--- config.mk ---
export PLATFORM = sky130hd
export DESIGN_NAME = alu_serial
export DESIGN_NICKNAME = d
export VERILOG_FILES = /design/src/rtl/alu_serial.sv
export SDC_FILE = /design/constraint.sdc
export NUM_CORES = 1
export LEC_CHECK = 0
export CAP_MARGIN = 20
export CORE_MARGIN = 2
export CORE_UTILIZATION = 46
export DETAILED_ROUTE_END_ITERATION = 6
export PLACE_DENSITY = 0.79
export SLEW_MARGIN = 20
export SYNTH_ARGS = -nofsm -noshare
export SYNTH_HDL_FRONTEND = slang
export SYNTH_SLANG_ARGS = --single-unit
export TNS_END_PERCENT = 30
--- constraint.sdc ---
create_clock -name clk -period 1.7 [get_ports clk]
set_clock_uncertainty 0.05 [all_clocks]
set_input_delay 0.51 -clock clk [delete_from_list [all_inputs] [get_ports clk]]
set_output_delay 0.51 -clock clk [all_outputs]
set_load 0.02 [all_outputs]
--- src/rtl/alu_serial.sv ---
// Bit-serial ALU: a single 1-bit slice (full adder plus NOT/AND/XOR/OR) is
// reused once per clock, processing WIDTH-bit operands LSB-first.
//
// state | meaning
// IDLE  | waiting for start; outputs hold the last completed result
// RUN   | one operand bit processed per cycle, counter = bit index
module alu_serial #(
  parameter int WIDTH = 8
) (
  input  logic             clk,
  input  logic             rst,
  input  logic             start,
  input  logic [WIDTH-1:0] a,
  input  logic [WIDTH-1:0] b,
  input  logic             cin,
  input  logic [2:0]       s,
  output logic [WIDTH-1:0] r,
  output logic             cout,
  output logic             ovf,
  output logic             zero,
  output logic             busy,
  output logic             done
);

  localparam int CW = $clog2(WIDTH + 1);
  localparam logic [0:0] IDLE = 1'b0;
  localparam logic [0:0] RUN  = 1'b1;
  localparam logic [CW-1:0] LAST = CW'(WIDTH - 1);

  logic [0:0]       state;
  logic [WIDTH-1:0] a_sh, b_sh, res_sh, res_next;
  logic [CW-1:0]    cnt;
  logic [2:0]       op;
  logic             carry, carry_seed;
  logic             b_bit, sum, c_next, r_bit, arith;

  always_comb begin
    arith = op[2] & ~(op[1] & op[0]);
    case (op)
      3'b101:  b_bit = ~b_sh[0];
      3'b110:  b_bit = 1'b0;
      default: b_bit = b_sh[0];
    endcase
    sum    = a_sh[0] ^ b_bit ^ carry;
    c_next = (a_sh[0] & b_bit) | (a_sh[0] & carry) | (b_bit & carry);
    case (op)
      3'b000:  r_bit = ~a_sh[0];
      3'b001:  r_bit = a_sh[0] & b_sh[0];
      3'b010:  r_bit = a_sh[0] ^ b_sh[0];
      3'b011:  r_bit = a_sh[0] | b_sh[0];
      3'b111:  r_bit = b_sh[0];
      default: r_bit = sum;
    endcase
    // Result fills from the MSB side so it is aligned after WIDTH shifts.
    res_next = res_sh >> 1;
    res_next[WIDTH-1] = r_bit;
  end

  always_comb begin
    case (s)
      3'b100:         carry_seed = cin;
      3'b101, 3'b110: carry_seed = 1'b1;
      default:        carry_seed = 1'b0;
    endcase
  end

  assign busy = (state == RUN);

  always_ff @(posedge clk) begin
    if (rst) begin
      state  <= IDLE;
      a_sh   <= '0;
      b_sh   <= '0;
      res_sh <= '0;
      cnt    <= '0;
      op     <= '0;
      carry  <= 1'b0;
      r      <= '0;
      cout   <= 1'b0;
      ovf    <= 1'b0;
      zero   <= 1'b0;
      done   <= 1'b0;
    end else begin
      done <= 1'b0;
      case (state)
        IDLE: begin
          if (start) begin
            a_sh   <= a;
            b_sh   <= b;
            op     <= s;
            carry  <= carry_seed;
            res_sh <= '0;
            cnt    <= '0;
            state  <= RUN;
          end
        end
        default: begin
          a_sh   <= a_sh >> 1;
          b_sh   <= b_sh >> 1;
          res_sh <= res_next;
          carry  <= c_next;
          cnt    <= cnt + CW'(1);
          if (cnt == LAST) begin
            // carry holds the carry into the MSB at this point.
            r     <= res_next;
            cout  <= arith & c_next;
            ovf   <= arith & (carry ^ c_next);
            zero  <= (res_next == '0);
            done  <= 1'b1;
            state <= IDLE;
          end
        end
      endcase
    end
  end

endmodule

# Word level (Yosys, flattened, before mapping)
# Index checks and enable logic that the tools add are counted.
[totals] reg_bits=45 input_bits=23
[classes] addsub=1 eq_ne=10 muxes=17 n_bitwise=19 reduce_logical=8
[op_table] operator="$mux W7" count=4
[op_table] operator="$eq A3 B3 Y1 const B" count=6
[op_table] operator="$mux W8" count=2
[op_table] operator="$and A1 B1 Y1" count=8
[op_table] operator="$logic_not A8 Y1" count=1
[op_table] operator="$mux W4" count=2
[op_table] operator="$eq A3 B2 Y1 const B" count=2
[op_table] operator="$mux W1" count=6
[op_table] operator="$reduce_or A2 Y1" count=3
[op_table] operator="$pmux W1 S5" count=1
[op_table] operator="$add A4 B1 Y4 const B" count=1
[op_table] operator="$eq A4 B3 Y1 const B" count=1
[op_table] operator="$not A1 Y1" count=4
[op_table] operator="$pmux W1 S2" count=2
[op_table] operator="$reduce_and A2 Y1" count=2
[op_table] operator="$xor A1 B1 Y1" count=4
[op_table] operator="$eq A3 B1 Y1 const B" count=1
[op_table] operator="$logic_not A3 Y1" count=1
[op_table] operator="$or A1 B1 Y1" count=3
[op_table] operator="$reduce_bool A2 Y1" count=1

# Logic depth before layout (Yosys ltp)
# Gate-level depths: netlist (run 1).
[logic_depth] depth_word=7 mapped_depth=8 depth_no_buf=8

# Least setup slack after synthesis (run 1)
# Ideal clock, no wire load.
[synth_path] path_type="register to register" startpoint="register op[1]" endpoint="register zero" arrival_ps=1673 path_slack_ps=-139 path_stages_with_launch=9 n_path_buf=0 synth_period_minus_slack_ps=1839 cell_sequence="dfxtp_1 inv_1 nand3_1 o21ai_0 a22o_1 fa_1 nand3_1 o311a_2 a41o_1"
[synth_via] elab_chain_cells=6 elab_cells_between_ends=12
[synth_lines] element="start, declared" line_no="33" source="logic [2:0] op;"
[synth_lines] element="start signal, assigned" line_no="90" source="op <= s;"
[synth_lines] element="$eq A3 B3 Y1" line_no="39" source="case (op)"
[synth_lines] element="$pmux W1 S2" line_no="39"
[synth_lines] element="$xor A1 B1 Y1 (2 in a row)" line_no="44" source="sum = a_sh[0] ^ b_bit ^ carry;"
[synth_lines] element="$pmux W1 S5 (*)" line_no="46" source="case (op)"
[synth_lines] element="$logic_not A8 Y1 (*)" line_no="108" source="zero <= (res_next == '0);"
[synth_lines] element="end signal, assigned" line_no="108"
[synth_lines] element="end, declared" line_no="20" source="output logic zero,"
# Mark *: on every way between the ends. The rest lies on a longest branch, timed or not.
# A chain may end at the register's enable or synchronous reset.

# Worst setup path in the final report (run 1)
# Ends and elaborated chain as after synthesis.

==> results of run 1 <==
-- report_power, final --
part           total [mW]  switching, mW  internal [mW]
logic               0.279          0.132          0.147
clock network       0.630          0.352          0.278
registers            1.09         0.0244           1.07
total                2.00          0.508           1.49
-- per-stage QoR --
step / hold slack (ns) / area, sq um / total power, mW
floorplan: 0.404 / 1930 / 1.28
global placement: 0.404 / 2410 / 1.39
detailed placement: 0.407 / 2410 / 1.39
CTS: 0.421 / 2470 / 2.01
global route: 0.439 / 2480 / 2.08
finish: 0.418 / 2480 / 2.00
-- final cells by class --
cell class	instances	area, sq um
tap	50	62.6
clock inverter	2	12.5
timing repair buffer	52	474
multi-input combinational	146	965
inverter	4	15.0
clock buffer	5	68.8
fill	354	1520
sequential	44	885
-- layout by cell type (no fill, tap or decap), types with 2 or more instances in the layout --
cell type / instances
nand3_1: 2
inv_1: 2
nor3b_1: 8
dfxtp_2: 3
clkbuf_8: 5
dlygate4sd2_1: 13
nand2_1: 3
nand3_2: 2
buf_4: 16
nor2b_1: 4
nor3_1: 4
ha_1: 3
clkdlybuf4s50_1: 22
dfxtp_1: 41
nor2_1: 42
a21oi_1: 28
a22o_1: 10
mux2i_1: 18
a211oi_1: 2
o21ai_1: 2
inv_2: 2
-- state kept, by name, indices dropped and copies added (netlist names) --
name and flops:
busy 1, op 3, b_sh 8, res_sh 7, done 1, cout 1, ovf 1, a_sh 8
zero 1, cnt 4, r 8, carry 1
-- timing repair --
item	CTS	global route
endpoints found under the setup margin	15	5
pin swaps	1	0
cloned	0	0
gates resized for setup	13	2
-- routing by layer --
metal / wire length, um / part of all wire (%)
met4: 61 / 1.6
met2: 1710 / 46
met3: 129 / 3.5
met5: 0 / 0
met1: 1790 / 48
-- cells by family after synthesis --
family | share of synthesized area (%)
AO/OA/AOI/OAI | 16.5
XOR/XNOR | 0.915
adder cells (fa/ha/maj) | 3.00
buffers and inverters | 4.70
flip-flops | 46.0
multiplexers | 9.41
AND/OR/NAND/NOR | 19.5
-- worst max-delay path, stage by stage, from the launching register on --
cell	delay, ns
dfxtp_2	0.35
inv_2	0.05
nand3_2	0.06
o21ai_1	0.06
a22o_1	0.22
fa_1	0.49
nand3_2	0.06
o311a_4	0.13
a41o_1	0.18
-- final timing paths --
check	from	end	slack, ns	cells past startpoint
setup / recovery	op[1]	zero	-0.05	8
setup reg to reg	op[1]	zero	-0.05	8
hold / removal	r[3]	r[3]	0.42	1
hold reg to reg	r[3]	r[3]	0.42	1
==> flow_summary.toml, run 1 <==
[drt]
drt_iter0_drc = 76
vias_per_cell = 5.22
postRouteWirelength_mm = 3.70
antenna_left = 0
wl_per_cell_um = 12.2
drcViolationCount = 0
vias = 1581
drtPass1Iterations = 4

[yosys]
yosysTopAreaCell = "dfxtp_1"
ys.flop_type = "dfxtp_1"
ys_top_cells_by_count = "dfxtp_1, nor2_1, a21oi_1"
yosys-top-cells-area = "dfxtp_1, mux2i_1, nor2_1"
synth-edff-count = 0
synth_nets = 235
syn_area_sq_mm = 0.00192
yosysMostFrequentCell = "dfxtp_1"
yosysTopAreaCellShare_pct = 46.0
ys.warnings.count = 0
ys_seq_area_share_pct = 46.0
syn_inst = 208
ys_types = 37
async_reset_ff_share_pct = 0
avgSynthCellArea_sq_um = 9.21
synth_seq_cells = 44

[global_routing]
met3_usage_pct = 3.90
busiest_layer = "met2"
overflow = 0
grt_pass1_vias = 1470
grt_pass1_wl_mm = 6.31
met1_usage_pct = 22.4
track_usage_pct = 17.8
grt_max_degree = 41
grtUsageMet2_pct = 29.6
antenna_found_initial = 0

[placement]
dp_hpwl_mm = 2.67
place_congestion = 0.787
dp.cells = 296
io_buffers = 35
dp_slack_ns = -0.188

[timing]
fin_ws_ns = -0.0454
finalHoldViolCount = 0
finalSetupTns_ns = -0.0499
slew_headroom_pct = 75.8
clock.fmax_mhz = 573
fin_crit_ns = 1.75
maxSlewViolCount = 0
tightest_slew_ns = 0.364
finalCritPeriodShare_pct = 103
setup_viol = 2
grt_setup_unrepaired = "true"

[clock_network]
numCtsBuffers = 5
cts_tree = "built"
clockBufferDepth = 2
ctsHoldBuffers = 0
cts_setup_buffers = 0
h-tree-depth = 2
root_buffer = "clkbuf_8"
clk_pin_slew_ns = 0.08
clkLatencyLatePin_ns = 0.29
cts.sinks = 44

[layout]
area_growth_pct = 29.6
antenna_cells = 0
drive_gt1_share_pct = 13.8
fin_cells = 303
post-route-util_pct = 62.1
nets = 280

[pwr]
p_leak_nw = 1.11
power_density_mw_per_mm2 = 806
vdd_drop_max_mv = 0.482

[run_status]
status = "finished with violations"
failed_checks = "negative setup slack"

[worst_hold_path]
hold_path.class = "flip-flop to flip-flop"

[floorplanning]
std_cell_rows = 23
start_util_pct = 47.9
ios = 36
fp.dieW_um = 68.5
dieArea_sq_mm = 0.00470
core-area_sq_mm = 0.00400
die_h_um = 68.5

[job]
drv_cap = 0

[worst_setup_path]
critPathKind = "flip-flop to flip-flop"
critPathMaxFanout = 3
crit_required_ns = 1.84
start_kind = "flip-flop"
critPathCaptureType = "flip-flop"
arrival_ns = 1.88
No activity file was read; power rests on OpenSTA's default activity.
==> run 2, diff against run 1 <==
- SLEW_MARGIN: 20 -> unset
==> results of run 2 <==
Same layout as run 1: the final DEF is identical, and so are final timing and power.
==> run 3, diff against run 2 <==
- CTS_CLUSTER_SIZE: unset -> 10
- clock period: 1.7 -> 1.6 ns (I/O delays scaled with it)
==> run 3 against run 2 <==
Clock power is 41% higher. Core utilization increased by 1.3 points. Worst setup slack worse by 0.13 ns. Register-to-register slack worse by 0.13 ns. The flow still finishes with violations (negative setup slack). Combinational power up 6%. Die area did not move. Sequential share of layout area down 0.70 points.
==> flow_summary.toml, run 3 (same netlist as run 1, synthesis figures left out) <==
[run_status]
status = "finished with violations"
failed_checks = "negative setup slack"

[clock_network]
ctsHoldBuffers = 0
clk_pin_slew_ns = 0.08
cts_setup_buffers = 0
cts_tree = "built"
h-tree-depth = 2
numCtsBuffers = 5
cts.sinks = 44
clkLatencyLatePin_ns = 0.29
clockBufferDepth = 2
root_buffer = "clkbuf_8"

[job]
drv_cap = 0

[timing]
maxSlewViolCount = 0
fin_ws_ns = -0.180
slew_headroom_pct = 79.1
finalHoldViolCount = 0
finalCritPeriodShare_pct = 111
clock.fmax_mhz = 562
tightest_slew_ns = 0.312
setup_viol = 4
grt_setup_unrepaired = "true"
fin_crit_ns = 1.78

[drt]
drtPass1Iterations = 4
drt_iter0_drc = 96
postRouteWirelength_mm = 3.46
wl_per_cell_um = 11.4
drcViolationCount = 0
vias = 1513
vias_per_cell = 4.98
antenna_left = 0

[global_routing]
grt_pass1_wl_mm = 5.99
overflow = 0
grt_pass1_vias = 1389
track_usage_pct = 16.9
antenna_found_initial = 0
grt_max_degree = 56

[placement]
dp_slack_ns = -0.245
io_buffers = 35
dp_hpwl_mm = 2.52
place_congestion = 0.795

[floorplanning]
core-area_sq_mm = 0.00400
start_util_pct = 47.9
fp.dieW_um = 68.5
std_cell_rows = 23
dieArea_sq_mm = 0.00470
ios = 36
die_h_um = 68.5

[pwr]
power_mw = 2.35
power_density_mw_per_mm2 = 926
vdd_drop_max_mv = 0.496
p_leak_nw = 1.13

[layout]
final_cell_mix = "nor2_1, dfxtp_1, a21oi_1"
area_growth_pct = 32.2
top_regs = "a_sh: 8 flops, b_sh: 8 flops, r: 8 flops"
fillers = 338
post-route-util_pct = 63.3
antenna_cells = 0
drive_gt1_share_pct = 14.2
nets = 280

[worst_setup_path]
critPathKind = "flip-flop to flip-flop"
critPathMaxFanout = 3
start_kind = "flip-flop"
crit_family = "compound AO/OA/AOI/OAI gates"
crit_buf_inv = 1
crit_required_ns = 1.74
arrival_ns = 1.92
r2r_slack_ns = -0.18
critPathCaptureType = "flip-flop"
slowest_stage = "fa_1"
crit_chain = "inv_2 -> nand3_2 -> o21ai_1 -> a22o_1 -> fa_1 -> nand3_1 -> o311a_4 -> a41o_1"
max_stage_delay_ns = 0.48

[worst_hold_path]
hold_path.class = "flip-flop to flip-flop"
run 3: cell types whose count changed in the layout (fill, tap and decap cells not counted), sizes merged:
cell      previous run  this run
clkinvlp             1         0
bufinv               0         1
clkbuf               5         6
run 3: stage by stage:
stage,setup TNS [ns],cell area [sq um],hold WS (ns),std cells
5_1_grt,-0.793,2530,0.435,304
2_1_floorplan,-0.271,1930,0.404,208
3_5_place_dp,-6.43,2420,0.406,296
6_report,-0.483,2530,0.417,304
3_3_place_gp,-6.36,2420,0.403,296
4_1_cts,-0.469,2530,0.421,304
run 3: repair_timing:
item	CTS	global route
endpoints found under the setup margin	17	6
cloned	0	0
pin swaps	1	0
gates resized for setup	14	1
run 3: path summary, 6_finish.rpt:
kind	from	end	cells after the start
max reg2reg	op[1]	zero	8
min reg2reg	r[7]	r[7]	2
max	op[1]	zero	8
min	r[7]	r[7]	2
run 3: layout make-up:
type / instances / area (sq um) / share of cell area (%)
clock buffers: 6 / 82.6 / 3.26
clock inverters: 2 / 38.8 / 1.53
multi-input cells: 146 / 962 / 38.0
well taps: 50 / 62.6 / 2.47
inverters: 4 / 15.0 / 0.593
repair buffers: 52 / 487 / 19.2
flip-flops and latches: 44 / 885 / 34.9
run 3: where the power goes:
| part | total (mW) | internal (mW) | switching, mW |
|---|---|---|---|
| combinational | 0.297 | 0.160 | 0.137 |
| clock | 0.889 | 0.511 | 0.379 |
| sequential | 1.16 | 1.13 | 0.0263 |
run 3: per-layer routing:
layer	GRT usage (%)	vias to the layer above	part of all wire, %
li1	-	812	-
met1	21.6	670	49
met2	27.5	26	46
met3	5.36	5	4.0
met4	4.50	0	1.2
met5	0	-	0
run 3: tightest hold or removal path, stage by stage (launching register included):
cell and delay, ns:
dfxtp_1 0.33, nand2_1 0.06, o31ai_2 0.05
==> RTL change 1, RTL diff (config.mk and constraints of run 2) <==
The parameter `WIDTH` goes from 8 to 16.
--- a/src/rtl/alu_serial.sv
+++ b/src/rtl/alu_serial.sv
@@ -7,3 +7,3 @@
 module alu_serial #(
-  parameter int WIDTH = 8
+  parameter int WIDTH = 16
 ) (
Interface: changed (resized a, b and r); port bits go from 36 to 60. The function was not compared with the original's and may differ.
==> RTL change 1 against run 2 <==
The run still ends with setup timing left. Clock power grew to 2.7 times the old value. Global-route usage is 0.093 points higher. Largest cell class unchanged. Sequential cell count is 33 higher. Routed wire length is 80% higher. Design area is 72% higher. Die area is 65% higher. Worst setup slack worse by 0.12 ns. Power is 100% higher. Sequential share of layout area is 0.69 points higher. Critical path depth is 1 lower. Area after synthesis is 70% higher.
==> RTL change 1: results (changes against run 2) <==
** Run status
- Status :: finished with violations
- Violated checks :: setup timing

** Logic synthesis
- Fraction of post-synthesis cell area in the top cell type by area :: 47.4% (+1.4 points)
- Count of unique library cells instantiated by Yosys :: 38 (+2.7%)
- The mux cell area share after synthesis is 11.8% (+2.4 points).
- After synthesis, the cell types taking the most area are sky130_fd_sc_hd__dfxtp_1 (47%), sky130_fd_sc_hd__mux2i_1 (11%), sky130_fd_sc_hd__nor2_1 (9.3%), sky130_fd_sc_hd__a21oi_1 (7.8%), sky130_fd_sc_hd__a22o_1 (4.3%).
- Parity-gate share of the synthesized area counting xor and xnor cells :: 0.269% (-0.65 points)
- The synthesized-area fraction occupied by ao, oa, aoi and oai cells came to 14.8% (-1.6 points).
- The share of async-settable or async-resettable flops after synthesis is 0% (unchanged).
- Most frequent cells after synthesis :: sky130_fd_sc_hd__nor2_1 (81), sky130_fd_sc_hd__dfxtp_1 (77), sky130_fd_sc_hd__a21oi_1 (51)
- The adder-cell share of the synthesized area came to 2.15% (-0.85 points).

** Power and ir drop
- Total net switching power :: 0.928 mW (+83%)
- VDD IR max :: 0.000467 V (-3.1%)
- The cell leakage power was 1.80 nW (+62%).

** Global route
- The met1 demand-to-capacity share in global routing was 19.8% (-2.6 points).
- The global-route track usage on met3 came to 3.86% (-0.032 points).
- Global-route wire length before repair :: 10800 µm (+72%)
- Maximum number of pins on one net before global-route repair :: 110 (+170%)
- Vias in the first global route :: 2522 (+72%)
- The met2 track utilization from global routing was 32.1% (+2.5 points).
- Total Routing Usage GR :: 17.9% (+0.093 points)

** Detailed routing
- The starting DRC count in detailed routing came to 103 (+36%).
- Total routed wirelength :: 6660 µm (+80%)

** CTS
- The total CTS buffers was 9 (+4).
- CTS max path bufs :: 2 (unchanged)
- Clock H-tree levels :: 3 (+1)
- Worst-Skew Late Latency :: 0.35 ns (+0.06 ns)

** Setup path
- The largest driver fanout on the critical path is 3 (unchanged).
- CP delay by family, top :: simple AND/OR/NAND/NOR gates
- Largest stage delay, worst path :: 0.41 ns (-0.08 ns)
- The length in cells of the worst reg-to-reg path came to 7 (-1).
- Crit path DAT :: 2.06 ns (+0.18 ns)

** Hold path
- The cell depth of the worst min-delay path came to 2 (+1).
- Class of the most critical hold timing path :: in -> reg

** Placed design
- The count of buffers inserted at the top-level ports was 59 (+69%).
- The placer's final routability congestion estimate is 0.833 (+5.9%).
- Detailed placer's ending HPWL :: 4400 µm (+65%)

** Cells and area
- The filler cell count was 621 (+75%).
- The largest registers in the layout are a_sh x16, b_sh x16, r x16.
- Fraction of layout cells with a size suffix above 1 :: 12.1% (-1.7 points)
- The number of nets in the layout came to 467 (+67%).

** STA
- Transition at the pin with the smallest max-transition slack :: 0.439 ns (+0.0751 ns)
- The final setup slack of the worst path came to -0.162 ns (-0.117 ns).
- The total setup violations reported at the end of the flow came to 3 (+1).
- Setup_tns :: -0.384 ns (-0.334 ns)
==> RTL change 1: through the flow <==
stage | cell area [µm²] | utilization [%] | instances | hold WS, ns | setup slack [ns]
6_report | 4260 | 62.4 | 524 | 0.384 | -0.162
2_1_floorplan | 3250 | - | 362 | 0.404 | -0.135
3_5_place_dp | 4000 | 58.6 | 506 | 0.392 | -0.173
4_1_cts | 4230 | 61.8 | 522 | 0.369 | -0.169
5_1_grt | 4260 | 62.4 | 524 | 0.394 | -0.247
3_3_place_gp | 4000 | 58.6 | 506 | 0.389 | -0.132
==> RTL change 1: area by class of cell <==
cell class,instances,area [µm²],area share [%]
clock buffer,11,141,3.32
sequential,77,1550,36.3
timing repair buffer,77,747,17.5
clock inverter,5,106,2.49
multi-input combinational,250,1570,36.8
tap,96,120,2.82
inverter,8,30.0,0.704
==> RTL change 1: final timing paths <==
kind,start,endpoint
setup / recovery,b_sh[0]$_SDFFE_PP0P_,res_sh[15]$_SDFFE_PP0P_
hold / removal,rst,r[3]$_SDFFE_PP0P_
setup reg to reg,b_sh[0]$_SDFFE_PP0P_,res_sh[15]$_SDFFE_PP0P_
hold reg to reg,ovf$_SDFFE_PP0P_,ovf$_SDFFE_PP0P_
==> RTL change 1: power by group through the flow <==
stage               Combinational, mW  Clock, mW  Sequential (mW)
global placement                0.426          0             1.93
floorplan                       0.269          0             1.94
global route                    0.490       1.79             1.90
detailed placement              0.438          0             1.94
finish                          0.443       1.69             1.90
CTS                             0.440       1.73             1.90
==> RTL change 1: repair_timing <==
item	in CTS	in global routing
setup endpoints to repair	24	17
setup buffers	0	2
pin swaps	5	2
resized for setup	21	8
endpoints found under the hold margin	0	0
==> RTL change 1: layer usage <==
layer,vias up,part of all wire [%]
li1,1367,-
met1,1266,43
met2,49,51
met3,11,4.1
met4,0,2.0
met5,-,0
==> RTL change 2, RTL diff (config.mk and constraints of run 2) <==
Without the edit above. Register the inputs `start`, `a`, `b`, `cin` and `s` before use, cleared by the reset. The logic sees them one clock later.
--- a/src/rtl/alu_serial.sv
+++ b/src/rtl/alu_serial.sv
@@ -28,2 +28,24 @@
   localparam logic [CW-1:0] LAST = CW'(WIDTH - 1);
+
+  logic start_q;
+  logic [WIDTH-1:0] a_q;
+  logic [WIDTH-1:0] b_q;
+  logic cin_q;
+  logic [2:0] s_q;
+
+  always_ff @(posedge clk) begin
+    if (rst) begin
+      start_q <= '0;
+      a_q     <= '0;
+      b_q     <= '0;
+      cin_q   <= '0;
+      s_q     <= '0;
+    end else begin
+      start_q <= start;
+      a_q     <= a;
+      b_q     <= b;
+      cin_q   <= cin;
+      s_q     <= s;
+    end
+  end
 
@@ -59,4 +81,4 @@
   always_comb begin
-    case (s)
-      3'b100:         carry_seed = cin;
+    case (s_q)
+      3'b100:         carry_seed = cin_q;
       3'b101, 3'b110: carry_seed = 1'b1;
@@ -86,6 +108,6 @@
         IDLE: begin
-          if (start) begin
-            a_sh   <= a;
-            b_sh   <= b;
-            op     <= s;
+          if (start_q) begin
+            a_sh   <= a_q;
+            b_sh   <= b_q;
+            op     <= s_q;
             carry  <= carry_seed;
Check against the original RTL: not equivalent (Yosys sat finds a counterexample within 4 cycles, from zero or initial values and one cycle with rst high).
==> RTL change 2 against run 2 <==
The run still ends with setup timing left. Largest cell class is now flip-flops and latches. Sequential cell count grew 21. Area after synthesis rose by 31%. Routed wire length rose by 24%. Worst setup slack lost 0.090 ns. Combinational power shrank 14%. Fmax shrank 4.9%. Power up 56%. Largest power group unchanged. Global-route usage decreased by 0.91 points. Hold slack got worse by 0.018 ns. Critical path type unchanged. Design area increased by 28%. Die area grew 29%.
==> RTL change 2: results (changes against run 2) <==
** Run status
- Violated checks :: setup timing
- Status :: finished with violations

** Power and ir drop
- The cell leakage power was 1.32 nW (+19%).
- The total power consumption of the routed design is 3.12 mW (+56%).
- Clock share of power :: 41.1% (+9.6 points)

** Logic synthesis
- Proportion of synthesized area in mux cells :: 7.58% (-1.8 points)
- The xor/xnor cell area share of the yosys netlist was 0.698% (-0.22 points).
- Count of unique library cells instantiated by Yosys :: 39 (+5.4%)
- The adder-cell share of the synthesized area is 2.29% (-0.71 points).
- The synthesized-area fraction occupied by ao, oa, aoi and oai cells came to 11.2% (-5.3 points).

** STA
- The total setup violations reported at the end of the flow is 4 (+2).
- Minimum setup slack in the final design :: -0.136 ns (-0.0903 ns)
- Worst slew margin :: 78.7% (+2.9 points)
- Hold Slack :: 0.400 ns (-0.0183 ns)

** Detailed routing
- The routed length per placed instance came to 11.8 µm (-3.1%).

** Placed design
- Number of cells after detailed placement :: 372 (+26%)
- Placement-stage cell area :: 0.00299 mm² (+24%)

** Hold path
- WHS Endpoint :: r[1]$_SDFFE_PP0P_
- The cell depth of the worst min-delay path came to 2 (+1).

** CTS
- The number of levels in the clock H-tree was 3 (+1).
- Worst-Skew Late Latency :: 0.34 ns (+0.05 ns)

** Cells and area
- The share of cells above drive strength 1 came to 13.2% (-0.58 points).

** Setup path
- Critical path fanouts, max :: 4 (+1)

** Global route
- Vias in the first global route :: 1853 (+26%)
- Maximum number of pins on one net before global-route repair :: 39 (-4.9%)
[RTL change 2: changes by cell type after synthesis, sizes merged, moves of 2 or more]
| cell | before | now |
|---|---|---|
| dfxtp | 44 | 65 |
| nor2b | 4 | 21 |
| nand2 | 3 | 16 |
| a22o | 10 | 1 |
| a21oi | 28 | 34 |
| nor2 | 43 | 48 |
| buf | 9 | 13 |
| a22oi | 1 | 3 |
[RTL change 2: final cells by class]
type	count	area (µm²)
repair buffers	50	454
flip-flops and latches	65	1310
clock buffers	12	155
multi-input cells	182	1120
fillers	455	1990
clock inverters	3	40.0
well taps	70	87.6
inverters	5	18.8
[RTL change 2: per-layer routing]
metal	vias to the layer above	share of wire, %	track usage [%]
li1	994	-	-
met1	882	45	18.7
met2	41	48	28.5
met3	12	3.5	3.95
met4	0	3.1	11.3
met5	-	0	0
[RTL change 2: what timing repair did]
item,4_1_cts,5_1_grt
gates resized for setup,17,2
setup endpoints to repair,17,4
pin swaps,1,1
